$ cat src/rtl/regfile_dump_pkg.sv
// Shared types for the register-file dump engine and its debug stream consumers.
package regfile_dump_pkg;

    // Dump engine control states.
    typedef enum logic [2:0] {
        StIdle,
        StHalt,
        StRead,
        StSend,
        StFin
    } state_e;

    localparam int unsigned DataW   = 32;
    // Index field wide enough for any register file a consumer is expected to see.
    localparam int unsigned RecIdxW = 8;

    // One dumped register as seen on the debug/trace stream.
    typedef struct packed {
        logic [RecIdxW-1:0] idx;
        logic [DataW-1:0]   data;
        logic               last;
    } dump_rec_t;

endpackage

$ cat src/rtl/regfile_dump.sv
// Debug register-file reader: halts the core, walks every register index through one
// asynchronous read port and streams {index, data} records on a valid/ready interface.
module regfile_dump
    import regfile_dump_pkg::*;
#(
    parameter int unsigned NREGS = 16,
    parameter int unsigned IDXW  = $clog2(NREGS)
) (
    input  logic             clk,
    input  logic             rst,
    input  logic             start,
    output logic             halt_req,
    input  logic             halted,
    output logic [IDXW-1:0]  rf_raddr,
    input  logic [DataW-1:0] rf_rdata,
    output logic             out_valid,
    input  logic             out_ready,
    output logic [IDXW-1:0]  out_idx,
    output logic [DataW-1:0] out_data,
    output logic             out_last,
    output logic             busy,
    output logic             done,
    output logic             abort
);

    localparam logic [IDXW-1:0] LastIdx = IDXW'(NREGS - 1);

    state_e           state_q, state_d;
    logic [IDXW-1:0]  idx_q, idx_d;
    logic [IDXW-1:0]  out_idx_q, out_idx_d;
    logic [DataW-1:0] out_data_q, out_data_d;
    logic             halt_req_q, halt_req_d;
    logic             abort_q, abort_d;

    // State, walk counter, captured record and halt request registers.
    always_ff @(posedge clk) begin
        if (rst) begin
            state_q    <= StIdle;
            idx_q      <= '0;
            out_idx_q  <= '0;
            out_data_q <= '0;
            halt_req_q <= 1'b0;
            abort_q    <= 1'b0;
        end else begin
            state_q    <= state_d;
            idx_q      <= idx_d;
            out_idx_q  <= out_idx_d;
            out_data_q <= out_data_d;
            halt_req_q <= halt_req_d;
            abort_q    <= abort_d;
        end
    end

    // Next-state logic: halt, then one read and one send cycle per register.
    always_comb begin
        state_d    = state_q;
        idx_d      = idx_q;
        out_idx_d  = out_idx_q;
        out_data_d = out_data_q;
        abort_d    = abort_q;
        unique case (state_q)
            StIdle: begin
                if (start) begin
                    state_d = StHalt;
                    idx_d   = '0;
                    abort_d = 1'b0;
                end
            end
            StHalt: begin
                if (halted) begin
                    state_d = StRead;
                end
            end
            StRead: begin
                if (!halted) begin
                    state_d = StFin;
                    abort_d = 1'b1;
                end else begin
                    out_idx_d  = idx_q;
                    out_data_d = rf_rdata;
                    state_d    = StSend;
                end
            end
            StSend: begin
                if (!halted) begin
                    state_d = StFin;
                    abort_d = 1'b1;
                end else if (out_ready) begin
                    // Terminal compare comes first so the counter never wraps.
                    if (idx_q == LastIdx) begin
                        state_d = StFin;
                    end else begin
                        idx_d   = idx_q + IDXW'(1);
                        state_d = StRead;
                    end
                end
            end
            StFin: begin
                state_d = StIdle;
                abort_d = 1'b0;
            end
            default: begin
                state_d = StIdle;
            end
        endcase
        halt_req_d = (state_d == StHalt) || (state_d == StRead) || (state_d == StSend);
    end

    // Outputs decoded from registered state; valid is withdrawn as soon as the core un-halts.
    always_comb begin
        out_valid = (state_q == StSend) && halted;
        out_last  = (state_q == StSend) && (out_idx_q == LastIdx);
        rf_raddr  = (state_q == StRead) ? idx_q : '0;
        done      = (state_q == StFin);
        abort     = (state_q == StFin) && abort_q;
        busy      = (state_q != StIdle);
        halt_req  = halt_req_q;
        out_idx   = out_idx_q;
        out_data  = out_data_q;
    end

endmodule

$ cat config.mk
export PLATFORM = sky130hd
export DESIGN_NAME = regfile_dump
export DESIGN_NICKNAME = d
export VERILOG_FILES = /design/src/rtl/regfile_dump_pkg.sv /design/src/rtl/regfile_dump.sv
export SDC_FILE = /design/constraint.sdc
export NUM_CORES = 1
export LEC_CHECK = 0
export BUFFER_PORTS_ARGS = -buffer_cell sky130_fd_sc_hd__buf_4
export CAP_MARGIN = 0
export CELL_PAD_IN_SITES_DETAIL_PLACEMENT = 2
export CELL_PAD_IN_SITES_GLOBAL_PLACEMENT = 2
export CORE_MARGIN = 4
export CORE_UTILIZATION = 26
export CTS_BUF_LIST = sky130_fd_sc_hd__clkbuf_8
export CTS_CLUSTER_SIZE = 16
export DETAILED_ROUTE_END_ITERATION = 8
export PLACE_DENSITY_LB_ADDON = 0.1
export SYNTH_ARGS = -nofsm -noshare
export SYNTH_HDL_FRONTEND = slang
export SYNTH_SLANG_ARGS = --single-unit
$ cat constraint.sdc
create_clock -name clk -period 1.9 [get_ports clk]
set_clock_uncertainty 0.05 [all_clocks]
set_input_delay 0.285 -clock clk [delete_from_list [all_inputs] [get_ports clk]]
set_output_delay 0.285 -clock clk [all_outputs]
set_load 0.005 [all_outputs]
# Word level (Yosys, flattened, before mapping)
# Index checks and enable logic that the tools add are counted.
word_totals:
  ff_bits: 45
  latchBits: 0
  ramBits: 0
  mem_bits_ro: 0
  in_bits: 37
  n_memories: 0
classes:
  n_addsub: 1
  multipliers: 0
  div: 0
  magnitude_cmp: 0
  eq_ne: 14
  n_shift: 0
  mux: 16
  bitwise_logic: 0
  reduce_logical: 13
ops:
  columns: ["cell", "count"]
  rows:
  - ["$mux W4", 5]
  - ["$mux W3", 6]
  - ["$eq A3 B2 Y1 const B", 4]
  - ["$pmux W3 S4", 1]
  - ["$ne A2 B2 Y1 const B", 5]
  - ["$eq A4 B4 Y1 const B", 2]
  - ["$pmux W4 S2", 1]
  - ["$eq A3 B1 Y1 const B", 2]
  - ["$reduce_bool A3 Y1", 2]
  - ["$reduce_and A5 Y1", 1]
  - ["$add A4 B1 Y4 const B", 1]
  - ["$eq A3 B3 Y1 const B", 1]
  - ["$logic_and A1 B1 Y1", 3]
  - ["$logic_not A3 Y1", 1]
  - ["$pmux W1 S3", 1]
  - ["$reduce_and A3 Y1", 1]
  - ["$logic_or A1 B1 Y1", 2]
  - ["$mux W1", 2]
  - ["$reduce_and A2 Y1", 1]
  - ["$reduce_bool A2 Y1", 1]
  - ["$reduce_or A2 Y1", 1]

# Depth between registers and ports, before layout
depth:
  word_depth: 8
  mapped_depth: 6
  mapped_depth_nobuf: 4

# Least setup slack after synthesis
# No wires, ideal clock.
synth_path:
  path_type: "register to output"
  start: "register state_q[1]"
  end: "output abort"
  t_arrival_ns: 1.031
  slack_ns: 0.534
  stages_incl_launch_ff: 5
  n_path_buf: 1
  cell_sequence: "dfxtp_1 buf_6 or2_2 nor2_1 and2_1"
synth_between:
  elab_chain_len: 2
synth_lines:
  columns: ["element", "line_no", "source"]
  rows:
  - ["start: declaration", "regfile_dump.sv:28", "state_e state_q, state_d;"]
  - ["start signal: assignment", "regfile_dump.sv:38", "state_q <= StIdle;"]
  - ["start signal: assignment", "regfile_dump.sv:45", "state_q <= state_d;"]
  - ["$eq A3 B3 Y1", null, null]
  - ["net done", "regfile_dump.sv:22", "output logic done,"]
  - ["$logic_and A1 B1 Y1", "regfile_dump.sv:115", "abort = (state_q == StFin) && abort_q;"]
  - ["end: declaration", "regfile_dump.sv:23", "output logic abort"]
# The timed path passes the listed nets, and every way through them passes these cells.

# Final worst setup path
layout_path:
  start: "register state_q[1]"
  end: "output abort"
layout_between:
  elab_chain_len: 2
layout_lines:
  columns: ["element", "line_no"]
  rows:
  - ["$eq A3 B3 Y1", "regfile_dump.sv:115"]
  - ["$logic_and A1 B1 Y1", "regfile_dump.sv:115"]
# Every way passes these cells.

==> impl_metrics.env <==
export IMPL_worst_hold_path_endpoint="out_data[2]$_SDFFE_PP0N_"
export IMPL_slowest_delay_ns=0.40
export IMPL_rows=30
export IMPL_synthCells=226
export IMPL_ys_top_cells_by_count="nand2_1, dfxtp_1, a21oi_1"
export IMPL_async_flop_share=0
export IMPL_io_pins=83
export IMPL_slew_violations=0
export IMPL_arrival_ns=1.43
export IMPL_pre_cts_slack_ns=0.285
export IMPL_status="finished clean"
export IMPL_cts_sinks=45
export IMPL_finish_net_count=341
export IMPL_hp_class="input pin to register"
export IMPL_initial_core_util=0.268
export IMPL_ff2ff_path_depth=4
export IMPL_grt_antenna_before_repair=0
export IMPL_area_delta_synth_final_pct=42.8
export IMPL_diodes=0
export IMPL_timing_rr_start="idx_q[0]$_SDFFE_PP0P_"
export IMPL_crit_slowest_cell="dfxtp_2"
export IMPL_firstDrtPassIters=4
export IMPL_die_h_um=91.4
export IMPL_synth_flop_cell="dfxtp_1"
export IMPL_track_usage=0.142
export IMPL_register_area_um2=903
export IMPL_dieWidth_um=91.4
export IMPL_drive_gt1_frac=0.329
export IMPL_setup_viol=0
export IMPL_avgViaCountPerCell=4.67
export IMPL_drcViolationCount=0
export IMPL_setup_ws_ns=0.136
export IMPL_fill_cells=784
export IMPL_post_cts_setup_buffers=0
export IMPL_grt_pass1_wl_mm=9.57
export IMPL_fp_coreArea_mm2=0.00676
export IMPL_final_antenna_net_count=0
export IMPL_gp_congestion=0.819
export IMPL_hold_viol_final=0
export IMPL_synth_most_common_cell="nand2_1"
export IMPL_syn_avg_cell_area_um2=8.00
export IMPL_critPathBufInv=1
export IMPL_routed_wl_mm=5.66
export IMPL_startpoint_type="register"
export IMPL_grt_max_degree=27
export IMPL_cp_max_fo=14
export IMPL_reg2reg_to="idx_q[0]$_SDFFE_PP0P_"
export IMPL_via_count=1793
export IMPL_drtIter0Drc=30
export IMPL_path_cells="or2_2, nor2_1, and2_1, buf_4"
export IMPL_ys_seq_area_frac=0.498
export IMPL_wire_per_inst_um=14.7
export IMPL_setup_tns_ns=0
export IMPL_yosys_top_cells_area="dfxtp_1, nand2_1, a21oi_1"
export IMPL_critPathTopFamily="simple AND/OR/NAND/NOR gates"
export IMPL_cts_buffers_inserted=5
export IMPL_grt_pass1_vias=1921
export IMPL_ys_types=33
export IMPL_clock_tree_root_cell="clkbuf_8"
export IMPL_synth_top_area_cell="dfxtp_1"
export IMPL_cap_violations=0
export IMPL_end_kind="primary output"
export IMPL_dieArea_mm2=0.00835
export IMPL_fmax_mhz=567
export IMPL_vdd_drop_max_uv=307
export IMPL_timing_worst_setup_path_type="register to primary output"
export IMPL_ys_warn_count=0
export IMPL_worst_hold_path_num_cells=3
export IMPL_synth_area_mm2=0.00181
export IMPL_power_density_mw_per_mm2=740
export IMPL_port_buffers=82
export IMPL_hp_start="rf_rdata[2]"
export IMPL_finalCritPeriodShare=0.928
export IMPL_place_hpwl_mm=4.14
export IMPL_tightest_slew_ns=0.394
export IMPL_synth_fp_nets=264
export IMPL_synth_top_area_share=0.498
export IMPL_clk_latency_ns=0.29
export IMPL_ys_ff_latch=45
export IMPL_r2r_slack_ns=0.40
export IMPL_grt_overflow_total=0
export IMPL_rsz0062_at_grt="no"
export IMPL_maxSlewHeadroom=0.737
export IMPL_fin_crit_ns=1.76
export IMPL_multi_input_area_um2=782
export IMPL_htreeDepth=2
export IMPL_p_leak_uw=0.00108
export IMPL_crit_required_ns=1.56
export IMPL_cts_max_path_buffers=2
export IMPL_cts_clk_slew_worst_paths_ns=0.09
export IMPL_cts_tree="built"
export IMPL_synth_edf_count=0
==> cells by family (layout without fill, tap and decap cells) <==
family / after synthesis / in the layout / synth area share
adder cells (fa/ha/maj): 1 / 1 / 0.00692
buffers and inverters: 22 / 100 / 0.0720
multiplexers: 1 / 1 / 0.00830
AO/OA/AOI/OAI: 48 / 48 / 0.147
flip-flops: 45 / 45 / 0.498
AND/OR/NAND/NOR: 109 / 109 / 0.267
==> worst max-delay path by stage <==
stage	from	to	slack, ns	cells after the start
detailed placement	state_q[1]$_SDFF_PP0_	out_data[9]$_SDFFE_PP0N_	0.29	4
global route	state_q[1]$_SDFF_PP0_	abort	0.05	4
finish	state_q[1]$_SDFF_PP0_	abort	0.14	4
floorplan	state_q[1]$_SDFF_PP0_	abort	0.53	4
global placement	state_q[1]$_SDFF_PP0_	out_data[8]$_SDFFE_PP0N_	0.33	4
CTS	state_q[1]$_SDFF_PP0_	abort	0.003	4
==> sequential cells by signal, indices dropped and copies added, names as in the netlist <==
register,count
out_data,32
idx_q,4
out_idx,4
state_q,3
abort_q,1
halt_req,1
==> routing by layer <==
layer  share of wire  GRT usage
met1            0.46      0.183
met2            0.47      0.226
met3           0.063     0.0431
met4           0.011     0.0415
met5               0          0
==> layout by cell type, fill, tap and decap left out, types with 2 or more instances in the layout <==
master / synthesis / routed
o21ai_0: 2 / 2
buf_4: 1 / 85
nand4_1: 3 / 3
o31ai_1: 2 / 2
and3_1: 5 / 5
nor2_1: 5 / 5
dfxtp_2: 0 / 2
dfxtp_1: 45 / 43
clkbuf_8: 0 / 6
nor3_1: 4 / 4
a21oi_1: 37 / 37
inv_1: 6 / 7
nand2_1: 77 / 77
nor2b_1: 4 / 4
nand3_1: 3 / 3
==> where the power goes <==
group / switching, µW / total, µW / internal (µW)
logic: 79.0 / 177 / 98.0
clock network: 330 / 754 / 424
registers: 17.5 / 979 / 961
==> final cells by class <==
type                    count  area share
clock buffers               6      0.0320
well taps                  80      0.0388
flip-flops and latches     45       0.350
inverters                   6     0.00872
multi-input cells         159       0.303
clock inverters             2      0.0131
repair buffers             86       0.255
==> per-stage QoR <==
stage	std cells	total power [µW]	cell area [µm²]	hold WS, ns	utilization
global placement	376	1180	2460	0.392	0.365
floorplan	226	1080	1810	0.371	-
detailed placement	376	1180	2460	0.400	0.365
global route	384	2000	2580	0.176	0.382
CTS	384	1940	2580	0.170	0.382
finish	384	1910	2580	0.177	0.382
==> what timing repair did <==
| action | CTS | global route |
|---|---|---|
| hold buffers | 0 | 0 |
| setup endpoints to repair | 0 | 3 |
| hold endpoints to repair | 0 | 0 |
| resized for setup | 0 | 2 |
==> worst reg2reg max path: stages (launching register included) <==
cell	delay (ns)
dfxtp_1	0.44
ha_1	0.26
nand3_1	0.22
and3_1	0.27
o31ai_1	0.19
No activity file was read; power rests on OpenSTA's default activity.
